**config.mk**
```make
export PLATFORM = sky130hd
export DESIGN_NAME = hlt_fetch_ctrl
export DESIGN_NICKNAME = d
export VERILOG_FILES = /design/src/rtl/wisc_pkg.sv /design/src/rtl/hlt_drain_timer.sv /design/src/rtl/hlt_fetch_ctrl.sv
export SDC_FILE = /design/constraint.sdc
export NUM_CORES = 1
export LEC_CHECK = 0
export ABC_AREA = 1
export CORE_MARGIN = 4
export CORE_UTILIZATION = 30
export DETAILED_ROUTE_END_ITERATION = 16
export PLACE_DENSITY = 0.83
export SETUP_SLACK_MARGIN = 0.05
export SYNTH_ARGS = -nofsm -noshare
export SYNTH_HDL_FRONTEND = slang
export SYNTH_HIERARCHICAL = 1
export SYNTH_SLANG_ARGS = --single-unit
```
**constraint.sdc**
```tcl
create_clock -name clk -period 2.99 [get_ports clk]
set_input_delay 0.299 -clock clk [delete_from_list [all_inputs] [get_ports clk]]
set_output_delay 0.299 -clock clk [all_outputs]
set_load 0.005 [all_outputs]
```
**src/rtl/wisc_pkg.sv**
```systemverilog
// Shared halt-path constants and state type for the fetch-side halt controller.
package wisc_pkg;

    localparam logic [3:0]  OPCODE_HLT      = 4'hF;
    localparam logic [15:0] NOP_INSTR       = 16'h0000;
    localparam int unsigned DRAIN_MAX       = 8;
    localparam int unsigned CNT_W           = 4;
    localparam int unsigned HALT_PIPE_DEPTH = 3;

    typedef enum logic [1:0] {
        RUN    = 2'd0,
        DRAIN  = 2'd1,
        HALTED = 2'd2
    } hlt_state_t;

endpackage

```
**src/rtl/hlt_drain_timer.sv**
```systemverilog
// Saturating drain-cycle counter; flags the cycle that is the MAX-th cycle spent draining.
module hlt_drain_timer
    import wisc_pkg::*;
#(
    parameter int unsigned MAX = DRAIN_MAX,
    parameter int unsigned W   = CNT_W
) (
    input  logic clk,
    input  logic rst,
    input  logic clear,
    input  logic run,
    output logic expire_c
);

    logic [W-1:0] cnt;

    // Counter is zeroed on the edge that enters DRAIN and saturates at MAX.
    always_ff @(posedge clk) begin
        if (rst || clear) begin
            cnt <= '0;
        end else if (run && (cnt != W'(MAX))) begin
            cnt <= cnt + W'(1);
        end
    end

    // cnt counts completed drain cycles, so cnt == MAX-1 marks the MAX-th one.
    assign expire_c = run && (cnt >= W'(MAX - 1));

endmodule

```
**src/rtl/hlt_fetch_ctrl.sv**
```systemverilog
// Fetch-side halt control: accepts HLT in ID, freezes PC, injects NOPs while the
// halt drains, and reports the retired halt. Optional drain watchdog is built
// when HLT_WATCHDOG_EN is defined.
module hlt_fetch_ctrl
    import wisc_pkg::*;
(
    input  logic        clk,
    input  logic        rst,
    input  logic [15:0] id_instr,
    input  logic        id_valid,
    input  logic        stall,
    input  logic        flush,
    input  logic        hlt_wb,
    output logic        hlt_found,
    output logic        pc_freeze,
    output logic        nop_inject,
    output logic [15:0] nop_instr,
    output logic        halted,
    output logic        drain_err
);

    hlt_state_t state;
    logic       is_hlt;
    logic       expire_c;

    // HLT acceptance is zero-latency; a stalled HLT retries, a flushed one is wrong-path.
    assign is_hlt    = id_valid && (id_instr[15:12] == OPCODE_HLT);
    assign hlt_found = !rst && (state == RUN) && is_hlt && !stall && !flush;
    assign pc_freeze = hlt_found || nop_inject;
    assign nop_instr = NOP_INSTR;

`ifdef HLT_WATCHDOG_EN
    hlt_drain_timer #(
        .MAX (DRAIN_MAX),
        .W   (CNT_W)
    ) u_drain_timer (
        .clk      (clk),
        .rst      (rst),
        .clear    (hlt_found),
        .run      (state == DRAIN),
        .expire_c (expire_c)
    );
`else
    assign expire_c = 1'b0;
`endif

    // Halt FSM with registered drain/halt outputs; hlt_wb outside DRAIN is ignored.
    always_ff @(posedge clk) begin
        if (rst) begin
            state      <= RUN;
            nop_inject <= 1'b0;
            halted     <= 1'b0;
            drain_err  <= 1'b0;
        end else begin
            case (state)
                RUN: begin
                    if (hlt_found) begin
                        state      <= DRAIN;
                        nop_inject <= 1'b1;
                    end
                end
                DRAIN: begin
                    if (hlt_wb) begin
                        state  <= HALTED;
                        halted <= 1'b1;
                    end else if (expire_c) begin
                        state     <= HALTED;
                        halted    <= 1'b1;
                        drain_err <= 1'b1;
                    end
                end
                HALTED: begin
                    state <= HALTED;
                end
                default: begin
                    state      <= RUN;
                    nop_inject <= 1'b0;
                    halted     <= 1'b0;
                    drain_err  <= 1'b0;
                end
            endcase
        end
    end

endmodule

```
======== Word-level counts from Yosys, hierarchy flattened ========
Index checks and enable logic that the tools add are counted.
storage, ports and cells
  flip-flop bits (word level) ............. 4
  input bits .............................. 22
cells by class
  muxes and demuxes ....................... 7
  bitwise operators ....................... 2
  reduce and logical (&&, ||, !) cells .... 15
  equality and inequality tests ........... 5
operators with widths
  operator              count
  $pmux W2 S3           1
  $reduce_and A2 Y1     3
  $logic_and A1 B1 Y1   5
  $eq A4 B4 Y1 const B  1
  $mux W2               2
  $ne A2 B2 Y1 const B  2
  $pmux W1 S2           2
  $reduce_or A2 Y1      2
  $logic_not A1 Y1      3
  $eq A2 B1 Y1 const B  1
  $eq A2 B2 Y1 const B  1
  $logic_not A2 Y1      1
  $mux W1               2
  $not A1 Y1            2
  $logic_or A1 B1 Y1    1

======== Longest topological paths before layout ========
  depth after elaboration ................. 7
  gate-level depth with buffers ........... 9
  depth with buffers taken out ............ 9

======== Least setup slack after synthesis ========
Ideal clock, no wire load.
  path kind ............................... register to output
  start point ............................. register state[0]
  end point ............................... output pc_freeze
  slack ................................... 1770 ps
  stages on the path, launching flop included .. 7
  path buffers ............................ 0
  data arrival time ....................... 921 ps
  cell sequence ........................... dfxtp_1 > inv_1 > ha_1 > nand2_1 > inv_1 > nand3_1 > nand2_1
between the ends
  longest elaborated chain between the ends .. 6
ends and longest elaborated chain
  element                            RTL line              RTL
  start, declared                    hlt_fetch_ctrl.sv:22  hlt_state_t state;
  start signal, assigned             hlt_fetch_ctrl.sv:50  state <= RUN;
  start signal, assigned             hlt_fetch_ctrl.sv:58  state <= DRAIN;
  start signal, assigned             hlt_fetch_ctrl.sv:64  state <= HALTED;
  $logic_not A2 Y1                   hlt_fetch_ctrl.sv:28  assign hlt_found = !rst && (state == RUN) && is_hlt && !stall && !flush;
  $logic_and A1 B1 Y1 (4 in series)  hlt_fetch_ctrl.sv:28
  $logic_or A1 B1 Y1                 hlt_fetch_ctrl.sv:29  assign pc_freeze = hlt_found || nop_inject;
  end, declared                      hlt_fetch_ctrl.sv:15  output logic pc_freeze,
Every way passes these cells.

======== Final worst setup path ========
Same ends and word-level chain as after synthesis.

==> flow_metrics.tcl <==
set metrics [dict create \
    cts_resized 0 \
    vias_per_cell 3.97 \
    status "completed" \
    synthTopCellsByCount "17 x buf_4, 11 x inv_1, 11 x nand2_1" \
    mappedNetlistArea_sq_um 454 \
    synth-seq-area-share_pct 17.6 \
    clock_sinks 4 \
    cts.path.max_buffers 2 \
    period_share_pct 68.0 \
    worst_slack_ps 958 \
    worstSetupPathType "register to output pin" \
    grt_remaining_overflow 0 \
    dp_hpwl_microns 715 \
    io_pins 43 \
    cts_buffers 3 \
    grtUsageTotal_pct 8.06 \
    multi_input_area_sq_um 262 \
    dpl_worst_slack_ps 1000 \
    cp.required_ps 2690 \
    antenna_left 0 \
    nets 111 \
    synthTopCellsByArea "buf_4 28%, dfxtp_1 18%, ha_1 11%" \
    hold_class "register to register" \
    die_h_microns 46.9 \
    final_core_util_pct 40.8 \
    grt_pass1_vias 300 \
    place_congestion 0.737 \
    cp.arrival_ps 1730 \
    post_cts_buffers 0 \
    wl_microns 809 \
    num_rows 13 \
    synth_ff_type "dfxtp_1" \
    yosysUniqueCellTypes 16 \
    start_util_pct 33.2 \
    finalPower_uw 371 \
    drc 0 \
    yosys_warnings 6 \
    cts_tree "built" \
    syn_inst 68 \
    diodes 0 \
    critPathMaxFanout 4 \
    yosysTopAreaCell "buf_4" \
    rsz0062_at_grt "no" \
    syn_to_final_growth_pct 22.9 \
    post_drt_wl_per_cell_microns 8.26 \
    start_kind "register" \
    fillers 140 \
    die_w_microns 46.9 \
    clkTransAtPathRegs_ps 40 \
    synth_area_per_cell_sq_um 6.68 \
    fin_crit_ps 2030 \
    synthArstFlopShare_pct 0 \
    h-tree-depth 1 \
    slew_violations 0 \
    yosysMostFrequentCell "buf_4" \
    drt_pass1_iterations 3 \
    hold_viol 0 \
    setup_tns_ps 0 \
    antenna_found_initial 0 \
    ys_seq_elements 4 \
    drive_gt1_share_pct 8.43 \
    peakVddDrop_mv 0.282 \
    grt_max_degree 6 \
    numPortBuffers 13 \
    clock_skew_ps 2.36 \
    die_area_sq_um 2200 \
    drt_iter0_drc 2 \
    grt_pass1_wl_microns 1190 \
    p_per_area_nw_per_um2 665 \
    clk_latency_ps 240 \
    clk_root_buffer_cell "clkbuf_4" \
    end_kind "output pin" \
    finalSetupViolCount 0 \
    synth-edff-count 0 \
    seqCellArea_sq_um 80.1 \
    fmax_mhz 492 \
    synth_top_area_share_pct 28.1 \
    hold_buffers 0 \
    p_leak_nw 0.308 \
    vias 389 \
    cap_violations 0 \
    core_sq_um 1370 \
]
## layout by cell type, fill, tap and decap left out, drive strengths merged
cell / count
nor3: 1
nand2: 12
o21ai: 1
o211ai: 1
dfxtp: 4
or2: 1
a21oi: 2
nor2: 7
clkbuf: 3
nand4: 1
conb: 17
ha: 4
inv: 12
clkdlybuf4s50: 13
nand3: 4
## area by class of cell
class | count | share of cell area [%]
multi-input cells | 51 | 46.9
well taps | 15 | 3.36
clock buffers | 3 | 4.04
flip-flops and latches | 4 | 14.3
repair buffers | 13 | 23.3
inverters | 12 | 8.07
## cells by family after synthesis
kind of cell,synth area share (%)
compound gates,4.96
simple gates,27.6
flops,17.6
fa+ha+maj,11.0
other cells,0.826
buf+inv,38.0
## worst max-delay path, cell delays in order (launching register included)
cell             delay, ps
dfxtp_1                320
inv_1                  110
ha_1                   220
nand2_1                 90
inv_1                   70
nand3_1                110
nand2_1                 80
clkdlybuf4s50_1        490
## where the power goes
part           internal [mW]  switching (mW)
combinational         0.0929           0.122
clock                 0.0450          0.0240
sequential            0.0742          0.0132
## metrics by stage
stage	cells	cell area (sq um)	hold slack, ps
finish	98	558	492
global route	98	558	548
CTS	98	558	497
detailed placement	95	536	491
global placement	95	536	485
floorplan	84	514	457
## layer usage
metal	share of wire, %	GRT usage (%)	vias to the layer above	routed length, microns
met5	0	0	-	0
met3	17	5.75	0	141
met4	0	3.31	0	0
li1	-	-	204	-
met1	34	7.74	162	277
met2	48	13.3	23	390
## path summary, 6_finish.rpt
kind | from | end | slack (ps) | cells after the start
setup reg to reg | state[1] | state[0] | 1710 | 8
hold reg to reg | nop_inject | nop_inject | 490 | 2
hold / removal | nop_inject | nop_inject | 490 | 2
setup / recovery | state[0] | pc_freeze | 960 | 7
## flip-flops by register name (all words and copies together), names as in the netlist
| signal | count |
|---|---|
| state | 2 |
| nop_inject | 1 |
| halted | 1 |
Note: power is estimated with default switching activity, not from simulation.
